==> src/rtl/draw_bcg_tiled.sv <==
// draw_bcg_tiled: tiles the background ROM image across active video with matched VGA timing
module draw_bcg_tiled #(
  parameter int IMG_W = 48,
  parameter int IMG_H = 64
) (
  input  logic        clk,
  input  logic        rst,
  input  logic        en,
  input  logic [10:0] hcount_in,
  input  logic [10:0] vcount_in,
  input  logic        hsync_in,
  input  logic        vsync_in,
  input  logic        hblnk_in,
  input  logic        vblnk_in,
  input  logic [11:0] rgb_in,
  output logic [11:0] pixel_addr,
  input  logic [11:0] rgb_pixel,
  output logic [10:0] hcount_out,
  output logic [10:0] vcount_out,
  output logic        hsync_out,
  output logic        vsync_out,
  output logic        hblnk_out,
  output logic        vblnk_out,
  output logic [11:0] rgb_out
);
  typedef struct packed {
    logic        en;
    logic        hb;
    logic        vb;
    logic        hs;
    logic        vs;
    logic [11:0] rgb;
    logic [10:0] h;
    logic [10:0] v;
  } stage_t;
  logic [5:0] tile_x, tile_y, tile_x_nxt, tile_y_nxt;
  stage_t p1, p2;
  // next tile position: x restarts every line, y advances at each line start
  always_comb begin
    tile_x_nxt = (hcount_in == 11'd0 || tile_x == 6'(IMG_W - 1)) ? 6'd0 : tile_x + 6'd1;
    tile_y_nxt = hcount_in != 11'd0 ? tile_y :
                 (vcount_in == 11'd0 || tile_y == 6'(IMG_H - 1)) ? 6'd0 : tile_y + 6'd1;
  end
  // tile counters and ROM address, registered on the same edge
  always_ff @(posedge clk or negedge rst)
    if (!rst) begin
      tile_x     <= '0;
      tile_y     <= '0;
      pixel_addr <= '0;
    end else begin
      tile_x     <= tile_x_nxt;
      tile_y     <= tile_y_nxt;
      pixel_addr <= {tile_y_nxt, tile_x_nxt};
    end
  // two-stage delay so timing, enable and bypass colour line up with ROM data
  always_ff @(posedge clk or negedge rst)
    if (!rst) begin
      p1 <= '0;
      p2 <= '0;
    end else begin
      p1 <= '{en, hblnk_in, vblnk_in, hsync_in, vsync_in, rgb_in, hcount_in, vcount_in};
      p2 <= p1;
    end
  // output register: blank wins, then ROM image or bypass colour
  always_ff @(posedge clk or negedge rst)
    if (!rst) begin
      hcount_out <= '0;
      vcount_out <= '0;
      hsync_out  <= 1'b0;
      vsync_out  <= 1'b0;
      hblnk_out  <= 1'b0;
      vblnk_out  <= 1'b0;
      rgb_out    <= '0;
    end else begin
      hcount_out <= p2.h;
      vcount_out <= p2.v;
      hsync_out  <= p2.hs;
      vsync_out  <= p2.vs;
      hblnk_out  <= p2.hb;
      vblnk_out  <= p2.vb;
      rgb_out    <= (p2.hb || p2.vb) ? 12'h000 : p2.en ? rgb_pixel : p2.rgb;
    end
endmodule

==> config.mk <==
export PLATFORM = sky130hd
export DESIGN_NAME = draw_bcg_tiled
export DESIGN_NICKNAME = d
export VERILOG_FILES = /design/src/rtl/draw_bcg_tiled.sv
export SDC_FILE = /design/constraint.sdc
export NUM_CORES = 1
export LEC_CHECK = 0
export BUFFER_PORTS_ARGS = -buffer_cell sky130_fd_sc_hd__buf_2
export CAP_MARGIN = 20
export CORE_MARGIN = 3
export CORE_UTILIZATION = 30
export DETAILED_ROUTE_END_ITERATION = 12
export PLACE_DENSITY = 0.62
export SLEW_MARGIN = 10
export SYNTH_ARGS = -nofsm -noshare
export SYNTH_HDL_FRONTEND = slang
export SYNTH_SLANG_ARGS = --single-unit
export TNS_END_PERCENT = 100
==> constraint.sdc <==
create_clock -name clk -period 4.35 [get_ports clk]
set_clock_uncertainty 0.1 [all_clocks]
set_input_delay 0.435 -clock clk [delete_from_list [all_inputs] [get_ports clk]]
set_output_delay 0.435 -clock clk [all_outputs]
set_load 0.01 [all_outputs]
Yosys cells after proc, flatten, opt, wreduce, memory -nomap -nowiden --
Index checks and enable logic that the tools add are counted. W data, S select, Z words.
Storage, ports and cells: register bits after elaboration 140, bits in latches 0, bits in writable memories 0, memory bits (read-only) 0, input bits 53, output and inout bits 50, memories 0
Cells by class: add/subtract/negate cells 2, $mul 0, div/mod/pow operators 0, order comparisons 0, equal/unequal tests 2, shift operators 0, multiplexer cells 5, bitwise logic cells 0, reductions and logical operators 6
Operator list (count):
- $mux W12 | 2
- $logic_not A11 Y1 | 2
- $mux W6 | 3
- $add A6 B1 Y6 const B | 2
- $eq A6 B6 Y1 const B | 2
- $reduce_bool A11 Y1 | 1
- $logic_or A1 B1 Y1 | 3

Depth between registers and ports, before layout --
Gate-level depths: netlist of the first run.
depth in word-level cells 4, depth in mapped cells 5, mapped depth without buffers 5

Least setup slack after synthesis of the first run --
No wires, ideal clock.
kind register to register, from register tile_y[0], to register tile_y[3], arrival 1429 ps, path slack 2754 ps, cell stages (with the launch flop) 6, period minus slack after synthesis 1596 ps, path through dfrtp_1 ha_1 and3_1 and3_1 o31ai_1 a32o_1
On the way: word-level cells in the longest chain between the ends 4
RTL lines:
- start, declared | RTL line 36 | logic [5:0] tile_x, tile_y, tile_x_nxt, tile_y_nxt;
- start signal, assigned | RTL line 52 | tile_y <= tile_y_nxt;
- branches (longest 2 deep; another with $add A6 B1 Y6)
- $mux W6 (*) | RTL line 42 | (vcount_in == 11'd0 || tile_y == 6'(IMG_H - 1)) ? 6'd0 : tile_y + 6'd1;
- $mux W6 (*) | RTL line 41 | tile_y_nxt = hcount_in != 11'd0 ? tile_y :
Mark *: on every way between the ends.

Worst setup path after layout of the first run --
Same ends and word-level chain as after synthesis.

==> flow_metrics.env, run 1 <==
export IMPL_outcome="finished, final reports clean"
export IMPL_fill_cells=1161
export IMPL_leakagePower_nw=2.484
export IMPL_antennaDiodeCount=0
export IMPL_layout_cells_non_filler=512
export IMPL_die_area_sq_mm=0.01391
export IMPL_cts_path_max_buffers=2
export IMPL_fp_coreArea_sq_mm=0.01211
export IMPL_dp_cells=479
export IMPL_netlist_area_sq_mm=0.003760
export IMPL_final_antenna_net_count=0
export IMPL_cp_required_ns=4.60
export IMPL_synth_edff_count=0
export IMPL_drtPass1Iterations=4
export IMPL_async_flop_share=1.000
export IMPL_setup_slack_ns=2.650
export IMPL_hold_depth=1
export IMPL_synth_top_area_cell="dfrtp_1"
export IMPL_ys_seq_elements=128
export IMPL_worst_pin_slew_ns=0.7287
export IMPL_ctsResizeCount=0
export IMPL_post_place_ws_ns=2.406
export IMPL_rows=40
export IMPL_routedWlPerCell_microns=12.51
export IMPL_maxSlewHeadroom=0.5142
export IMPL_pin_count=103
export IMPL_grt_overflow=0
export IMPL_ys_flop_type="dfrtp_1"
export IMPL_hpwl_mm=4.555
export IMPL_worstReg2RegEnd="tile_y[3]$_DFFE_PN0N_"
export IMPL_multi_input_area_sq_um=539.3
export IMPL_drc=0
export IMPL_setup_violations=0
export IMPL_clk_insertion_delay_late_ns=0.41
export IMPL_worstSetupEndpointType="register"
export IMPL_grt_total_usage=0.1059
export IMPL_fmax_mhz=588.3
export IMPL_cts_tree="built"
export IMPL_clock_sinks=128
export IMPL_synth_top_area_frac=0.8519
export IMPL_root_buffer="clkbuf_16"
export IMPL_start_util=0.3104
export IMPL_num_vias=2004
export IMPL_whs_endpoint="p1[23]$_DFF_PN0_"
export IMPL_max_cap_violations=0
export IMPL_post_route_min_period_ns=1.700
export IMPL_finalMaxSlewViolations=0
export IMPL_grt_setup_unrepaired="false"
export IMPL_crit_fanout=6
export IMPL_power_per_cell_area_mw_per_mm2=560.8
export IMPL_worstSetupStartpointType="register"
export IMPL_gp_congestion=0.6651
export IMPL_final_seq_area_sq_mm=0.003203
export IMPL_fin_crit_sh=0.3908
export IMPL_critical_path_class="reg -> reg"
export IMPL_fin_tns_setup_ns=0
export IMPL_yosysWarnings=0
export IMPL_synth_area_per_cell_sq_um=17.90
export IMPL_vias_per_cell=3.914
export IMPL_peakVddDrop_v=0.0002858
export IMPL_rr_worst_depth=5
export IMPL_grt_max_degree=62
export IMPL_grt_pass1_vias=2205
export IMPL_worstHoldPathType="in -> reg"
export IMPL_die_height_microns=118.0
export IMPL_reg2reg_slack_ns=2.65
export IMPL_clkTransAtPathRegs_ns=0.06
export IMPL_hold_viol=0
export IMPL_hp_start="rgb_in[1]"
export IMPL_synth_cells=210
export IMPL_htreeDepth=4
export IMPL_synth_seq_area_share=0.8519
export IMPL_chipWidth_microns=118.0
export IMPL_synth_area_leaders="dfrtp_1 85%, mux2i_1 3.2%, nor2_1 2.1%"
export IMPL_drive_gt1_frac=0.4186
export IMPL_dr_first_iter_drc_count=90
export IMPL_cp_arrival_ns=1.95
export IMPL_grt_first_pass_wirelength_mm=11.08
export IMPL_r2r_start="tile_y[0]$_DFFE_PN0N_"
export IMPL_wirelength_mm=6.404
export IMPL_synthDistinctLibCells=30
export IMPL_nets=386
export IMPL_antenna_found_initial=0
export IMPL_portBuffers=102
export IMPL_numCtsBuffers=17
export IMPL_area_growth_pct=35.17
export IMPL_postSynthNetCount=265
==> how the worst max path moves through the flow <==
stage / slack [ns] / startpoint / to
finish: 2.65 / tile_y[0]$_DFFE_PN0N_ / tile_y[3]$_DFFE_PN0N_
global route: 2.47 / rst / p1[19]$_DFF_PN0_
CTS: 2.64 / rst / p1[14]$_DFF_PN0_
detailed placement: 2.41 / vcount_in[2] / tile_y[3]$_DFFE_PN0N_
global placement: 2.42 / vcount_in[2] / tile_y[3]$_DFFE_PN0N_
floorplan: 2.75 / tile_y[0]$_DFFE_PN0N_ / tile_y[3]$_DFFE_PN0N_
==> cells by family after synthesis <==
| kind of cell | count (synthesis) | synth area share |
|---|---|---|
| flops | 128 | 0.8519 |
| fa+ha+maj | 2 | 0.006655 |
| buf+inv | 4 | 0.004657 |
| mux | 12 | 0.03195 |
| compound gates | 12 | 0.02129 |
| simple gates | 48 | 0.07421 |
| xor+xnor | 4 | 0.009320 |
==> cell type report <==
class / count / area share
clock buffer: 17 / 0.08370
clock inverter: 15 / 0.03200
inverter: 1 / 0.0007386
multi-input combinational: 78 / 0.1061
sequential: 128 / 0.6302
tap: 168 / 0.04136
timing repair buffer: 105 / 0.1059
==> power by group <==
group          internal (mW)  leakage [nW]  switching [mW]  total, mW
logic                 0.0814         0.682           0.102      0.183
clock network          0.847         0.280           0.511       1.36
registers               1.27          1.52          0.0391       1.31
==> metrics by stage <==
| stage | instance area (sq um) | power [mW] | util | hold WS, ns |
|---|---|---|---|---|
| 2_1_floorplan | 3760 | 1.406 | - | 0.03941 |
| 3_5_place_dp | 4484 | 1.518 | 0.3702 | 0.2347 |
| 4_1_cts | 5082 | 2.905 | 0.4196 | 0.001035 |
| 6_report | 5082 | 2.850 | 0.4196 | 0.03195 |
| 3_3_place_gp | 4484 | 1.511 | 0.3702 | 0.2320 |
| 5_1_grt | 5082 | 2.985 | 0.4196 | 0.001398 |
==> worst max-delay path: stages (launching register included) <==
cell and delay [ns]:
dfrtp_1 0.44, ha_1 0.25, and3_1 0.20, and3_1 0.23
o31ai_1 0.26, a32o_1 0.15
==> flip-flops by register name (all words and copies together) (netlist names) <==
register    count
vblnk_out       1
hsync_out       1
hcount_out     11
hblnk_out       1
tile_y          5
vsync_out       1
pixel_addr      2
tile_x          5
p2             39
rgb_out        12
vcount_out     11
p1             39
==> what timing repair did <==
action	in CTS	in global routing
hold buffers	1	0
setup buffers	0	0
hold endpoints to repair	22	0
==> metal layers <==
metal	vias to the layer above	share of wire	track usage
met5	-	0	0
met4	0	0.020	0.06154
met3	10	0.073	0.05622
met2	86	0.46	0.1459
met1	959	0.45	0.1318
li1	949	-	-
==> cells in the mapped netlist (2+ instances only) <==
cell / instances
a21o_1: 2
xor2_1: 2
nand3_1: 3
nor2_1: 21
mux2i_1: 12
dfrtp_1: 128
nor3_1: 2
nor2b_1: 2
nand2_1: 5
ha_1: 2
nor4_1: 2
nor4_4: 2
and3_1: 4
o31ai_1: 2
xnor2_1: 2
buf_2: 2
o21ai_0: 4
==> placed cells by master, fill, tap and decap left out, types with 2 or more instances in the layout <==
cell type	n
a21o_1	2
and3_1	4
buf_2	101
buf_4	3
bufinv_16	2
clkbuf_16	17
clkinv_2	2
clkinv_4	6
clkinvlp_4	3
dfrtp_1	128
ha_1	2
inv_6	2
mux2i_1	12
nand2_1	5
nand3_1	3
nor2_1	21
nor2b_1	2
nor3_1	2
nor4_1	2
nor4_4	2
o21ai_0	4
o31ai_1	2
xnor2_1	2
xor2_1	2
Power figures use the tool's default switching activity.
==> inputs of run 2 (changes only) <==
PLACE_DENSITY = 0.63   (was 0.62)
clock period = 1.44 ns   (was 4.35 ns; I/O delays follow)
==> run 2 against run 1 <==
Against the previous run: the flow now finishes with violations (negative setup slack); utilization rose by 5.4 points; die area did not move; wire length rose by 13%; total power rose to 3.2 times the previous value; worst hold slack improved by 0.091 ns; first-iteration DRC count rose by 74%; register-to-register slack got worse by 2.7 ns; sequential power rose to 3.0 times the previous value; flip-flop and latch count did not move; fmax rose by 15%; sequential share of layout area fell by 7.2 points; critical endpoint unchanged; non-clock buffer count rose by 57.
==> flow_metrics.env, run 2 (synthesis gave the netlist of run 1 again) <==
export IMPL_leakagePower_nw=2.751
export IMPL_wirelength_mm=7.267
export IMPL_swShare=0.2067
export IMPL_cts_tree="built"
export IMPL_grt_max_degree=48
export IMPL_violations="negative setup slack"
export IMPL_cp_top_family="flip-flops"
export IMPL_chipWidth_microns=118.0
export IMPL_final_cell_mix="126 x dfrtp_1, 101 x buf_2, 52 x dlygate4sd3_1"
export IMPL_cpMaxStageDelayCell="dfrtp_2"
export IMPL_clock_sinks=128
export IMPL_clk_insertion_delay_late_ns=0.39
export IMPL_root_buffer="clkbuf_16"
export IMPL_setup_violations=1
export IMPL_crit_chain="ha_2 -> and3_4 -> and3_4 -> o31ai_2 -> a32o_1"
export IMPL_final_common_cell="dfrtp_1"
export IMPL_peakVddDrop_v=0.0006081
export IMPL_gp_congestion=0.7558
export IMPL_final_antenna_net_count=0
export IMPL_multi_input_area_sq_um=566.8
export IMPL_hpwl_mm=4.806
export IMPL_start_util=0.3104
export IMPL_maxSlewHeadroom=0.7409
export IMPL_final_seq_area_sq_mm=0.003206
export IMPL_drc=0
export IMPL_combPwrFrac=0.077
export IMPL_worstSetupStartpoint="tile_y[0]$_DFFE_PN0N_"
export IMPL_finalMaxSlewViolations=0
export IMPL_fp_coreArea_sq_mm=0.01211
export IMPL_p_switching_mw=1.877
export IMPL_numCtsBuffers=17
export IMPL_pin_count=103
export IMPL_grt_setup_unrepaired="true"
export IMPL_post_route_min_period_ns=1.474
export IMPL_max_cap_violations=0
export IMPL_worstHoldPathType="in -> async"
export IMPL_p_int_mw=7.205
export IMPL_setup_slack_ns=-0.03431
export IMPL_htreeDepth=4
export IMPL_area_growth_pct=52.61
export IMPL_fill_cells=1086
export IMPL_cp_required_ns=1.67
export IMPL_dr_first_iter_drc_count=157
export IMPL_grt_total_usage=0.1168
export IMPL_fmax_mhz=678.3
export IMPL_crit_fanout=4
export IMPL_rows=40
export IMPL_post_route_util=0.4738
export IMPL_drtPass1Iterations=4
export IMPL_drive_gt1_frac=0.3925
export IMPL_worstReg2RegEnd="tile_y[3]$_DFFE_PN0N_"
export IMPL_power_mw=9.082
export IMPL_dp_cells=484
export IMPL_fin_crit_sh=1.024
export IMPL_grt_pass1_vias=2559
export IMPL_grt_overflow=0
export IMPL_seq_power_share=0.435
export IMPL_power_per_cell_area_mw_per_mm2=1583
export IMPL_portBuffers=102
export IMPL_crit_top_cell="and3_4"
export IMPL_critical_path_class="reg -> reg"
export IMPL_clkTransAtPathRegs_ns=0.06
export IMPL_outcome="complete, but fails checks"
export IMPL_layout_cells_non_filler=568
export IMPL_crit_buf_inv=0
export IMPL_cts_path_max_buffers=2
export IMPL_die_area_sq_mm=0.01391
export IMPL_worstSetupStartpointType="register"
export IMPL_worst_pin_slew_ns=0.3887
export IMPL_hold_viol=0
export IMPL_routedWlPerCell_microns=12.79
export IMPL_antenna_found_initial=0
export IMPL_die_height_microns=118.0
export IMPL_pwr_share_clk=0.488
export IMPL_num_vias=2242
export IMPL_nets=443
export IMPL_r2r_start="tile_y[0]$_DFFE_PN0N_"
export IMPL_worstSetupEndpointType="register"
export IMPL_rr_worst_depth=5
export IMPL_antennaDiodeCount=0
export IMPL_critPathMaxStageDelay_ns=0.40
export IMPL_vias_per_cell=3.947
export IMPL_grt_first_pass_wirelength_mm=12.69
export IMPL_cp_arrival_ns=1.71
export IMPL_reg2reg_slack_ns=-0.03
export IMPL_reg_top3="p1 x39, p2 x39, rgb_out x12"
==> run 2: changes by cell type in the layout (fill, tap and decap cells not counted), moves of 3 or more <==
cell | before | now
buf_4 | 3 | 6
clkbuf_8 | 0 | 3
clkinv_4 | 6 | 1
dlygate4sd3_1 | 1 | 52
==> run 2: timing repair <==
| action | 4_1_cts | 5_1_grt |
|---|---|---|
| pin swaps | 1 | 2 |
| gates resized for setup | 1 | 4 |
| buffers inserted | 0 | 1 |
| hold buffers | 52 | 0 |
| endpoints found under the hold margin | 179 | 0 |
| setup endpoints to repair | 1 | 9 |
==> run 2: worst max-delay path by stage <==
stage / to / slack [ns] / cells after the start
floorplan: tile_y[3]$_DFFE_PN0N_ / -0.04 / 5
global placement: tile_y[3]$_DFFE_PN0N_ / -0.29 / 6
detailed placement: tile_y[3]$_DFFE_PN0N_ / -0.24 / 6
CTS: tile_y[3]$_DFFE_PN0N_ / -0.002 / 5
global route: tile_y[3]$_DFFE_PN0N_ / -0.07 / 5
finish: tile_y[3]$_DFFE_PN0N_ / -0.03 / 5
==> run 2: per-stage QoR <==
| stage | cell area [sq um] | setup TNS, ns | hold slack [ns] | setup slack [ns] |
|---|---|---|---|---|
| finish | 5738 | -0.03431 | 0.1226 | -0.03431 |
| floorplan | 3776 | -0.05547 | -0.2516 | -0.03591 |
| global route | 5738 | -0.1149 | 0.1482 | -0.06687 |
| CTS | 5722 | -0.002447 | 0.1146 | -0.002447 |
| global placement | 4567 | -1.274 | -0.01928 | -0.2865 |
| detailed placement | 4567 | -1.139 | -0.02075 | -0.2405 |
==> run 2: area by class of cell <==
cell class	instances	area share
Inverter	1	0.0006542
Sequential cell	128	0.5587
Timing Repair Buffer	162	0.1956
Tap cell	168	0.03663
Clock inverter	10	0.02769
Multi-Input combinational cell	78	0.09878
Clock buffer	21	0.08199
==> run 2: routing by layer <==
layer | routed length [microns] | GRT usage | up-vias
met5 | 0 | 0 | -
met3 | 349 | 0.04853 | 7
met1 | 3245 | 0.1457 | 1115
li1 | - | - | 1056
met2 | 3589 | 0.1771 | 64
met4 | 83 | 0.05421 | 0
==> run 2: power by group through the flow <==
stage | combinational, mW | sequential (mW) | clock [mW]
2_1_floorplan | 0.188 | 4.06 | 0
3_3_place_gp | 0.577 | 4.01 | 0
3_5_place_dp | 0.593 | 4.02 | 0
4_1_cts | 0.706 | 3.96 | 4.55
5_1_grt | 0.788 | 3.98 | 4.74
6_report | 0.697 | 3.95 | 4.43
